`src/rtl/apb_slave_mem_if.sv`:
```
// APB bus bundle between the bridge (master) and the memory responder (slave).
interface apb_slave_mem_if #(
  parameter int WIDTH  = 32,
  parameter int SLAVES = 4
) ();
  logic [SLAVES-1:0] Pselx;
  logic              Penable;
  logic              Pwrite;
  logic [WIDTH-1:0]  Paddr;
  logic [WIDTH-1:0]  Pwdata;
  logic [WIDTH-1:0]  Prdata;

  modport master (output Pselx, Penable, Pwrite, Paddr, Pwdata, input Prdata);
  modport slave  (input Pselx, Penable, Pwrite, Paddr, Pwdata, output Prdata);
endinterface

```
`src/rtl/apb_slave_mem.sv`:
```
// APB responder: zero-wait-state word memory, phase-sequence checker and
// completed-transfer counters. Tracks the phase seen in the previous cycle.
module apb_slave_mem #(
  parameter int WIDTH     = 32,
  parameter int SLAVES    = 4,
  parameter int SLAVE_IDX = 0,
  parameter int AW        = 4
) (
  input  logic                  Hclk,
  input  logic                  Hreset,
  apb_slave_mem_if.slave        apb,
  output logic                  prot_err,
  output logic [7:0]            wr_count,
  output logic [7:0]            rd_count
);
  localparam int DEPTH = 2 ** AW;

  typedef enum logic [1:0] {IDLE, SETUP, ACCESS} st_e;

  st_e              st_q;
  logic [AW-1:0]    a_idx_q;
  logic             a_wr_q;
  logic [WIDTH-1:0] prdata_q;
  logic             err_q;
  logic [7:0]       wr_cnt_q;
  logic [7:0]       rd_cnt_q;
  logic [WIDTH-1:0] mem_q [DEPTH];

  logic          sel;
  logic [AW-1:0] idx;
  logic          unused_bits;

  assign sel = apb.Pselx[SLAVE_IDX];
  // Byte offset and upper address bits are ignored, so the memory aliases.
  assign idx = apb.Paddr[AW+1:2];
  assign unused_bits = ^{apb.Pselx, apb.Paddr[WIDTH-1:AW+2], apb.Paddr[1:0]};

  assign apb.Prdata = prdata_q;
  assign prot_err   = err_q;
  assign wr_count   = wr_cnt_q;
  assign rd_count   = rd_cnt_q;

  // Phase tracker, memory, read-data register, error flag and counters.
  // Read data is fetched on the setup edge so it is valid for the whole
  // access phase; writes commit on the edge that ends the access phase.
  always_ff @(posedge Hclk) begin
    if (Hreset) begin
      st_q     <= IDLE;
      a_idx_q  <= '0;
      a_wr_q   <= 1'b0;
      prdata_q <= '0;
      err_q    <= 1'b0;
      wr_cnt_q <= '0;
      rd_cnt_q <= '0;
      for (int i = 0; i < DEPTH; i++) mem_q[i] <= '0;
    end else if (!sel) begin
      // Deselect: a setup not followed by an access is abandoned.
      st_q <= IDLE;
      if (st_q == SETUP) err_q <= 1'b1;
    end else if (!apb.Penable) begin
      // Setup phase; a repeated setup is flagged but still taken as fresh.
      if (st_q == SETUP) err_q <= 1'b1;
      st_q    <= SETUP;
      a_idx_q <= idx;
      a_wr_q  <= apb.Pwrite;
      if (!apb.Pwrite) prdata_q <= mem_q[idx];
    end else if (st_q == SETUP && idx == a_idx_q && apb.Pwrite == a_wr_q) begin
      // Legal access phase: commit and count.
      st_q <= ACCESS;
      if (a_wr_q) begin
        mem_q[a_idx_q] <= apb.Pwdata;
        wr_cnt_q       <= wr_cnt_q + 8'd1;
      end else begin
        rd_cnt_q <= rd_cnt_q + 8'd1;
      end
    end else begin
      // Access without matching setup, or Penable held: drop it.
      err_q <= 1'b1;
      st_q  <= IDLE;
    end
  end
endmodule

```
`src/flat_wrapper.sv`:
```
// flat-port wrapper written by rule: the top's interface ports become plain ports
module apb_slave_mem_flat 
#(
  parameter int WIDTH     = 32,
  parameter int SLAVES    = 4,
  parameter int SLAVE_IDX = 0,
  parameter int AW        = 4
)
  (Hclk, Hreset, prot_err, wr_count, rd_count, apb_Pselx, apb_Penable, apb_Pwrite, apb_Paddr, apb_Pwdata, apb_Prdata);
  apb_slave_mem_if #(.WIDTH(WIDTH), .SLAVES(SLAVES)) apb_i ();
  input  logic Hclk;
  input  logic Hreset;
  output logic prot_err;
  output logic [7:0] wr_count;
  output logic [7:0] rd_count;
  input wire logic [$bits(apb_i.Pselx)-1:0] apb_Pselx;
  input wire logic [$bits(apb_i.Penable)-1:0] apb_Penable;
  input wire logic [$bits(apb_i.Pwrite)-1:0] apb_Pwrite;
  input wire logic [$bits(apb_i.Paddr)-1:0] apb_Paddr;
  input wire logic [$bits(apb_i.Pwdata)-1:0] apb_Pwdata;
  output wire logic [$bits(apb_i.Prdata)-1:0] apb_Prdata;
  assign apb_i.Pselx = apb_Pselx;
  assign apb_i.Penable = apb_Penable;
  assign apb_i.Pwrite = apb_Pwrite;
  assign apb_i.Paddr = apb_Paddr;
  assign apb_i.Pwdata = apb_Pwdata;
  assign apb_Prdata = apb_i.Prdata;
  apb_slave_mem #(.WIDTH(WIDTH), .SLAVES(SLAVES), .SLAVE_IDX(SLAVE_IDX), .AW(AW)) u_core (.Hclk(Hclk), .Hreset(Hreset), .apb(apb_i), .prot_err(prot_err), .wr_count(wr_count), .rd_count(rd_count));
endmodule
```
`config.mk`:
```
export PLATFORM = sky130hd
export DESIGN_NAME = apb_slave_mem_flat
export DESIGN_NICKNAME = d
export VERILOG_FILES = /design/src/rtl/apb_slave_mem_if.sv /design/src/rtl/apb_slave_mem.sv /design/src/flat_wrapper.sv
export SDC_FILE = /design/constraint.sdc
export NUM_CORES = 1
export LEC_CHECK = 0
export CELL_PAD_IN_SITES_DETAIL_PLACEMENT = 1
export CELL_PAD_IN_SITES_GLOBAL_PLACEMENT = 2
export CORE_MARGIN = 10
export CORE_UTILIZATION = 39
export DETAILED_ROUTE_END_ITERATION = 12
export PLACE_DENSITY = 0.73
export RECOVER_POWER = 25
export SETUP_SLACK_MARGIN = 0.1
export SLEW_MARGIN = 10
export SYNTH_ARGS = -nofsm -noshare
export SYNTH_HDL_FRONTEND = slang
export SYNTH_SLANG_ARGS = --single-unit
```
`constraint.sdc`:
```
create_clock -name Hclk -period 4.05 [get_ports Hclk]
set_input_delay 0.6075 -clock Hclk [delete_from_list [all_inputs] [get_ports Hclk]]
set_output_delay 0.6075 -clock Hclk [all_outputs]
set_load 0.01 [all_outputs]
```
## Word level (Yosys, flattened, before mapping)

Memories as Yosys holds them, arrays and structs flattened. A register that Yosys moved wholly into a read port is not among the register bits.
Index checks and enable logic that the tools add are counted.

| operators by class | value |
|---|---|
| $add $sub $neg | 2 |
| eq/ne operators | 4 |
| multiplexer cells | 17 |
| bitwise logic cells | 4 |
| reductions and logical operators | 9 |

Operators by type and width:

| cell | number |
|---|---|
| 32-bit 2-to-1 mux | 1 |
| 32-bit OR reduction | 1 |
| 8-bit by 1-bit adder with 8-bit output, second input constant | 2 |
| 1-bit 2-to-1 mux | 14 |
| 4-bit AND reduction | 2 |
| 4-bit equality test | 1 |
| 4-bit 2-to-1 mux | 1 |
| 1-bit NOT | 4 |
| 3-bit != test, second input constant | 1 |
| 3-bit AND reduction | 1 |
| 3-bit OR reduction | 1 |
| 2-bit by 1-bit equality test with 1-bit output, second input constant | 1 |
| 1-bit logical AND | 2 |
| 2-bit 2-to-1 mux | 1 |
| 2-bit AND reduction | 1 |
| 2-bit OR reduction | 1 |
| 1-bit equality test | 1 |

| word-level totals | value |
|---|---|
| register bits after elaboration | 24 |
| bits in writable memories | 512 |
| bits of input ports | 72 |
| output and inout port bits | 49 |
| word-level logic and storage cells | 44 |
| memories kept | 1 |

Memory list:

| name | words | bits a word | read ports | clocked after Yosys merged registers in | write ports | line | RTL |
|---|---|---|---|---|---|---|---|
| u_core.mem_q | 16 | 32 | 1 | 1 | 16 | apb_slave_mem.sv:27 | `logic [WIDTH-1:0] mem_q [DEPTH];` |

## Logic depth before layout (Yosys ltp)

Gate-level depths: netlist of the first run.

| depth | value |
|---|---|
| word-level depth | 10 |
| mapped depth | 8 |
| depth with buffers taken out | 5 |

## Worst setup path after synthesis of the first run

Ideal clock, no wire load.

| path | value |
|---|---|
| kind | input -> register |
| start point | in apb_Paddr[5] |
| end point | mem u_core.mem_q[11][0], enable pin |
| library setup time | 428 ps |
| arrival time | 3420 ps |
| required time | 3622 ps |
| slack | 202 ps |
| stages | 8 |
| path buffers | 3 |
| cell sequence | buf_2 xnor2_1 nand4_1 buf_2 nor3_2 clkbuf_1 nand2_1 o21bai_1 |

RTL lines:

| item | line | RTL |
|---|---|---|
| from (decl) | flat_wrapper.sv:19 | `input wire logic [$bits(apb_i.Paddr)-1:0] apb_Paddr;` |
| to (decl) | apb_slave_mem.sv:27 |  |

==> summary.txt, run 1 <==
Status
  • Status: completed

Placement
  • Placed Area: 26200 µm²
  • # port buffers: 89
  • DP HPWL: 40700 µm
  • Dpl ws: 0.570 ns
  • Final estimated routing congestion in global placement: 0.729
  • Placed Instances: 2534

Detailed routing
  • WL/cell: 27.1 µm
  • Via-to-Cell Ratio: 5.62
  • Drt drc: 0
  • Vias: 14900
  • Starting DRT DRC Count: 1162
  • Antenna Nets Post-Route: 0
  • Initial DRT Pass Iterations: 5
  • Wirelength, routed: 71700 µm

Synth
  • Syn Nets: 1800
  • Seq/Total Area, Yosys: 0.684
  • Number of flops mapped to enable cells by yosys: 512
  • Ys async rst share: 0
  • Yosys cell types: 37
  • Yosys warns: 0
  • Top-area cell type share of the netlist area: 0.637
  • Cells after synthesis: 1726
  • Synth top area cells: edfxtp_1 64%, mux4_2 12%, nor2_1 8.3%
  • Post-Syn Area per Cell: 14.0 µm²
  • Ys flop type: edfxtp_1
  • Leading area contributor after synthesis: edfxtp_1
  • #FFs+latches synth: 568
  • Synthesized area: 24100 µm²

Worst hold path
  • Min-delay worst type: in -> reg
  • Worst Hold End: u_core.a_idx_q[0]
  • Hold depth: 3
  • Worst hold start: apb_Paddr[2]

STA
  • # setup viols final: 0
  • Final min period: 3.28 ns
  • RSZ-0062 raised after global routing: no
  • Final period util: 0.811
  • Fmax: 304 MHz
  • Fin. Hold Viols: 0
  • Setup_tns: 0 ns
  • Final hold slack: 0.444 ns
  • Final WS setup: 0.765 ns
  • Worst-Margin Slew: 1.14 ns
  • Max Slew Vio Count: 0
  • Clk_skew: 0.0254 ns
  • Slew headroom: 0.238

Setup path
  • CP Class: reg -> reg
  • Reg2Reg Depth: 6
  • Worst setup EP type: flop
  • Worst r2r dst: u_core.mem_q[12][8]
  • R2R setup slack: 0.77 ns
  • WP data arrival: 3.51 ns
  • CP Max Fanout: 16
  • Worst setup SP type: flop
  • Worst EP required: 4.28 ns
  • R2r startpoint: u_core.a_idx_q[3]

Power and ir drop
  • Maximum vdd drop: 0.000370 V
  • Cell Pwr Density: 463 nW/µm²
  • P_leak: 9.67 nW

Clock tree
  • # H-tree levels: 2
  • Worst-Skew Late Latency: 0.63 ns
  • CTS max path bufs: 3
  • CTS tree: done
  • Number of gates resized after CTS: 0
  • Clock-pin slew on the worst setup and hold paths: 0.06 ns
  • Hold-fix buffers at CTS: 0
  • Clock sinks: 568
  • Root Buffer: clkbuf_16
  • TritonCTS Buffers: 61
  • Post-CTS Setup Inserts: 0

Floorplanning
  • Die ar.: 72200 µm²
  • Initial Utilization: 0.392
  • Total core area: 61500 µm²
  • Boundary Pins: 121
  • Die height: 269 µm
  • Die width: 269 µm
  • FP Rows: 91

Layout
  • Area Growth Syn to Fin: 16.6%
  • Final Cell Area: 28100 µm²
  • N_diodes: 0
  • Commonest non-fill, non-tap cell in the layout: nor2_1
  • Share of cells above drive strength 1: 0.164
  • Non-Filler Instances: 2646
  • Final net count: 1881
  • Commonest non-fill, non-tap cells in the layout: 532 x nor2_1, 512 x edfxtp_1, 139 x nand2_1

GRT
  • Vias in the first global route: 16000
  • Initial antenna violation count: 1
  • GRT Total Usage: 0.200
  • Global-route wire length before repair: 106000 µm
  • Largest net degree at the start of global routing: 74
  • GR Overflow Total: 0

Run
  • Max-Cap Viols: 0
## where the power goes
group | leakage, nW | switching, mW | total [mW] | internal, mW
combinational | 2.94 | 0.507 | 0.821 | 0.315
sequential | 5.75 | 0.0663 | 6.62 | 6.56
clock | 0.982 | 2.29 | 5.58 | 3.29
## layer usage
| layer | vias to the layer above | global-route usage | part of all wire |
|---|---|---|---|
| li1 | 6504 | - | - |
| met1 | 7878 | 0.272 | 0.44 |
| met2 | 416 | 0.336 | 0.49 |
| met3 | 71 | 0.0347 | 0.060 |
| met4 | 0 | 0.0395 | 0.015 |
| met5 | - | 0 | 0 |
## through the flow
stage	utilization	power (mW)
2_1_floorplan	-	7.19
3_3_place_gp	0.426	7.56
3_5_place_dp	0.426	7.59
4_1_cts	0.458	13.2
5_1_grt	0.458	13.4
6_report	0.458	13.0
## worst max path at each step
stage,from,endpoint,slack [ns]
5_1_grt,u_core.a_idx_q[3],u_core.mem_q[12][8],0.60
3_3_place_gp,apb_Paddr[4],u_core.mem_q[14][13],0.57
4_1_cts,u_core.a_idx_q[3],u_core.mem_q[14][11],1.10
3_5_place_dp,apb_Paddr[4],u_core.mem_q[14][11],0.57
6_report,u_core.a_idx_q[3],u_core.mem_q[12][8],0.77
2_1_floorplan,apb_Paddr[5],u_core.mem_q[11][0],0.20
## sequential cells by signal, summed over array words and instances, names as in the netlist
signal	count
u_core.a_wr_q	1
u_core.mem_q	512
u_core.a_idx_q	4
u_core.rd_count	8
u_core.apb.Prdata	32
u_core.prot_err	1
u_core.wr_count	8
u_core.st_q	2
## cell usage after synthesis (2+ instances only)
cell type  instances
a31o_2            12
buf_1              7
dfxtp_1           56
inv_1              2
xor2_1             2
nor2_1           534
o21bai_1          36
edfxtp_1         512
mux2i_1           38
xnor2_1           12
mux4_2           128
o21ai_0            4
a211oi_1          32
or3_1              5
nor2b_1            3
clkbuf_1          98
nand2b_1           2
nand2_1          142
o22ai_1           32
nand4_1            2
nand3_1           10
ha_1               2
nor3_1             2
a21oi_1            7
buf_2             27
nor4_1             7
or4_1              2
## area by class of cell
type | instances | area [µm²]
Fill cell | 6164 | 33300
Multi-Input combinational cell | 1024 | 7200
Timing Repair Buffer | 150 | 1450
Inverter | 2 | 7.51
Tap cell | 790 | 988
Clock buffer | 91 | 1750
Sequential cell | 568 | 16500
Clock inverter | 21 | 245
## kinds of logic (layout without fill, tap and decap cells)
logic type	count (synthesis)	count (layout)	synth area share
compound gates	125	125	0.0368
mux	166	166	0.135
fa+ha+maj	2	2	0.00104
flops	568	568	0.684
xor+xnor	14	14	0.00508
buf+inv	134	264	0.0223
simple gates	717	717	0.116
## worst max-delay path: stages (launching register included)
cell and delay (ns):
dfxtp_1 0.59, xnor2_1 0.17, nand4_1 0.41, nor3_1 0.41, buf_4 0.29, a31o_2 0.20, clkbuf_1 0.82
Note: power is estimated with default switching activity, not from simulation.
==> run 2, diff against run 1 <==
Clock period 4.05 ns to 2.66 ns, I/O delays scaled along.
==> summary.txt, run 2 (synthesis gave the netlist of run 1 again) <==
Layout
  • Share of cells above drive strength 1: 0.170
  • Final Cell Area: 28500 µm²
  • Area Growth Syn to Fin: 17.9%
  • Final net count: 1902
  • Commonest non-fill, non-tap cell in the layout: nor2_1
  • Commonest non-fill, non-tap cells in the layout: 532 x nor2_1, 512 x edfxtp_1, 139 x nand2_1
  • Non-Filler Instances: 2671
  • Max reg flops: 512
  • Largest Register: u_core.mem_q

Power and ir drop
  • Sequential share of power: 0.516
  • Reported net switching power: 4.41 mW
  • Clock Power Share: 0.416
  • Cell-internal power: 15.1 mW
  • Cell Pwr Density: 687 nW/µm²
  • Maximum vdd drop: 0.000500 V
  • Tot Pwr: 19.5 mW
  • P_leak: 9.80 nW
  • Part of the power in combinational logic: 0.067
  • Switching portion of total power: 0.226

Clock tree
  • CTS tree: done
  • TritonCTS Buffers: 61
  • Post-CTS Setup Inserts: 0
  • Root Buffer: clkbuf_16
  • # H-tree levels: 2
  • Hold-fix buffers at CTS: 0
  • Clock sinks: 568
  • CTS max path bufs: 3
  • Worst-Skew Late Latency: 0.65 ns
  • Clock-pin slew on the worst setup and hold paths: 0.06 ns

STA
  • Fmax: 405 MHz
  • Fin. Hold Viols: 0
  • Worst-Margin Slew: 1.47 ns
  • Setup_tns: 0 ns
  • Final hold slack: 0.360 ns
  • Final min period: 2.47 ns
  • # setup viols final: 0
  • Max Slew Vio Count: 0
  • Final period util: 0.928
  • RSZ-0062 raised after global routing: yes
  • Slew headroom: 0.0196
  • Clk_skew: 0.0237 ns

Setup path
  • CP Class: reg -> reg
  • R2R setup slack: 0.19 ns
  • Worst EP required: 2.94 ns
  • WP data arrival: 2.75 ns
  • Worst setup EP type: flop
  • CP Max Fanout: 21
  • Worst setup SP type: flop

Detailed routing
  • Starting DRT DRC Count: 1250
  • Top Metal Used: met4
  • Routed metal-1 wirelength: 30500 µm
  • Via-to-Cell Ratio: 5.61
  • Antenna Nets Post-Route: 0
  • Vias: 15000
  • WL/cell: 26.6 µm
  • Wirelength, routed: 71100 µm
  • Initial DRT Pass Iterations: 5
  • Met2 wire length: 34200 µm
  • Met3 wire length: 4980 µm
  • Drt drc: 0

Floorplanning
  • FP Rows: 91
  • Die ar.: 72200 µm²
  • Die height: 269 µm
  • Total core area: 61500 µm²
  • Die width: 269 µm
  • Boundary Pins: 121
  • Initial Utilization: 0.392

Run
  • Max-Cap Viols: 0

Worst hold path
  • Min-delay worst type: in -> reg

Placement
  • Final estimated routing congestion in global placement: 0.734
  • Placed Area: 26700 µm²
  • DP HPWL: 40600 µm
  • # port buffers: 89
  • Placed Instances: 2555

GRT
  • Initial antenna violation count: 1
  • Vias in the first global route: 15800
  • Largest net degree at the start of global routing: 130
  • GRT Total Usage: 0.198
  • GR Overflow Total: 0
  • Global-route wire length before repair: 104000 µm

Status
  • Status: completed
[run 2: cell count changes in the layout (fill, tap and decap cells not counted), moves of 2 or more]
cell	previous run	this run
buf_4	42	31
inv_6	0	3
buf_12	11	30
clkbuf_4	0	7
clkbuf_8	9	11
clkbuf_1	27	32
clkinv_2	10	7
clkbuf_2	1	5
clkinv_1	3	8
bufinv_16	5	1
[run 2: worst paths after layout]
kind                                    startpoint                   to  depth (start not counted)
worst min register to register  u_core.rd_count[7]   u_core.rd_count[7]                          2
worst max register to register   u_core.a_idx_q[2]  u_core.mem_q[6][24]                          6
worst min-delay path                        Hreset       u_core.st_q[1]                          4
worst max-delay path             u_core.a_idx_q[2]  u_core.mem_q[6][24]                          6
[run 2: critical path, stage by stage (launching register included)]
cell	delay [ns]
dfxtp_1	0.60
xnor2_1	0.17
nand3_1	0.24
nor3_4	0.30
buf_12	0.18
a31o_2	0.17
clkbuf_4	0.44
[run 2: metal layers]
metal | up-vias | global-route usage
met3 | 89 | 0.0318
met2 | 513 | 0.324
met4 | 0 | 0.0522
met5 | - | 0
met1 | 7838 | 0.271
li1 | 6547 | -
[run 2: power groups by stage]
stage | Sequential, mW | Combinational (mW) | Clock [mW]
after detailed placement | 10.3 | 1.37 | 0
after floorplan | 10.2 | 0.716 | 0
after CTS | 10.1 | 1.37 | 8.31
after global placement | 10.2 | 1.36 | 0
final | 10.1 | 1.32 | 8.14
after global routing | 10.1 | 1.41 | 8.63
[run 2: cell type report]
cell class / count / area (µm²)
Clock buffer: 94 / 1750
Multi-Input combinational cell: 1024 / 7220
Antenna cell: 1 / 2.50
Timing Repair Buffer: 171 / 1830
Sequential cell: 568 / 16500
Tap cell: 790 / 988
Inverter: 2 / 7.51
Fill cell: 6145 / 33000
Clock inverter: 21 / 150
[run 2: repair_timing]
item                       4_1_cts  5_1_grt
gates resized for setup          0        2
setup endpoints to repair        0       39
hold endpoints to repair         0        0
[run 2: stage by stage]
step	worst slack, ns	utilization
floorplan	0.0403	-
global placement	-0.0447	0.434
detailed placement	-0.0610	0.434
CTS	0.174	0.465
global route	0.0586	0.463
finish	0.192	0.463
==> run 3, diff against run 2 <==
Settings changed: ABC_AREA set to 0.
==> results of run 3 <==
No change in the layout: final DEF, timing and power equal those of run 2.
==> RTL edit, RTL diff (settings of run 1) <==
`AW` is set to 4 in 2 places; all go to 5.
--- a/src/rtl/apb_slave_mem.sv
+++ b/src/rtl/apb_slave_mem.sv
@@ -5,5 +5,5 @@
   parameter int SLAVES    = 4,
   parameter int SLAVE_IDX = 0,
-  parameter int AW        = 4
+  parameter int AW        = 5
 ) (
   input  logic                  Hclk,
--- a/src/flat_wrapper.sv
+++ b/src/flat_wrapper.sv
@@ -5,5 +5,5 @@
   parameter int SLAVES    = 4,
   parameter int SLAVE_IDX = 0,
-  parameter int AW        = 4
+  parameter int AW        = 5
 )
   (Hclk, Hreset, prot_err, wr_count, rd_count, apb_Pselx, apb_Penable, apb_Pwrite, apb_Paddr, apb_Pwdata, apb_Prdata);
Function: not settled (the Yosys comparison gave no result); the edit may change what the design does.
==> RTL edit against run 1 <==
Count of clock-buffer cells in the layout up 56. Critical path type unchanged. Synthesized area is 96% higher. Clock power is 97% higher. Highest routed layer is now met5. Total power up 95%. Design area grew 91%. Routed wire length is 110% higher. The flow now finishes with violations (capacitance limit, slew limit). Global-route usage rose by 1.7 points. Critical path depth is 2 lower. Worst setup slack worse by 0.36 ns. Combinational power grew 120%. Sequential cell count rose by 513. Critical endpoint is now u_core.mem_q[6][24].
==> RTL edit: results (changes against run 1) <==
Synth cell types -> 45 (+22%)
Slowest stage delay, CP -> 1.44 ns (+0.62 ns)
Max FFs per register -> 1024 (+100%)
Post-synth EDFFs -> 1024 (+100%)
# fillers -> 12089 (+96%)
Met1 track demand over resource -> 0.2940 (+0.02232)
Post-route clock period utilization -> 0.8997 (+0.08874)
Die W -> 368.4 um (+37%)
Setup slack after placement -> 0.3183 ns (-0.2518 ns)
Area of placed instances -> 50200 um2 (+92%)
HPWL after detailed placement -> 89.74 mm (+120%)
Synth Instances -> 3473 (+100%)
Synth Area in Compound Gates -> 0.04837 (+0.01154)
Final Skew -> 0.03720 ns (+0.01178 ns)
Flop2flop setup slack -> 0.41 ns (-0.36 ns)
Maximum VDD drop -> 0.0003440 V (-7.0%)
First-pass GRT wire length -> 217.9 mm (+110%)
Worst path slowest cell -> clkbuf_2
CTS buffer count -> 113 (+85%)
Hold Path Sink -> u_core.st_q[1]
RD Place Congestion -> 0.7685 (+5.4%)
Met2 Use GR -> 0.3661 (+0.03016)
Outcome -> finished, violations left
H-tree depth -> 3 (+1)
Worst-Skew Late Latency -> 0.72 ns (+0.09 ns)
DRT met1 WL -> 64.10 mm (+110%)
Worst path arrival time -> 3.81 ns (+0.30 ns)
Maximum Capacitance Violations -> 2 (+2)
Initial DRC count -> 2824 (+140%)
IO buf count -> 90 (+1.1%)
Fin nets -> 3552 (+89%)
Final Max Tran Viols -> 91 (+91)
Gr usage total -> 0.2177 (+0.01725)
Mux contribution to synthesized area -> 0.1249 (-0.01040)
Synth cell count leaders -> nor2_1, edfxtp_1, mux2i_1, clkbuf_1, mux4_2
Hold Crit Start -> apb_Paddr[5]
Hold depth -> 4 (+1)
R2R Path Start -> u_core.a_idx_q[0]
WL final -> 150.3 mm (+110%)
Largest net degree at the start of global routing -> 82 (+11%)
Failing checks -> capacitance limit, slew limit
Leakage power -> 19.03 nW (+97%)
Worst hold margin -> 0.3630 ns (-0.08075 ns)
Synth Area in XOR/XNOR -> 0.002009 (-0.003074)
Initial antenna violation count -> 3 (+2)
-- RTL edit: cell count changes in the layout (fill, tap and decap cells not counted), sizes merged, moves of 68 or more --
cell / before / now
nor2: 534 / 1037
edfxtp: 512 / 1024
a21oi: 7 / 110
mux2: 0 / 92
mux2i: 38 / 199
buf: 57 / 125
clkbuf: 99 / 169
-- RTL edit: where the power goes --
part | leakage [nW] | internal [mW] | switching (mW)
combinational | 6.09 | 0.575 | 1.21
sequential | 11.0 | 12.6 | 0.116
clock | 1.92 | 6.53 | 4.47
-- RTL edit: layout make-up --
cell class / instances / area, um2 / share of cell area
flip-flops and latches: 1081 / 31890 / 0.5919
clock inverters: 68 / 824.5 / 0.01530
inverters: 5 / 18.77 / 0.0003483
well taps: 1612 / 2017 / 0.03743
diodes: 1 / 2.502 / 0.00004644
clock buffers: 147 / 3097 / 0.05747
multi-input cells: 2045 / 13910 / 0.2581
repair buffers: 232 / 2123 / 0.03941
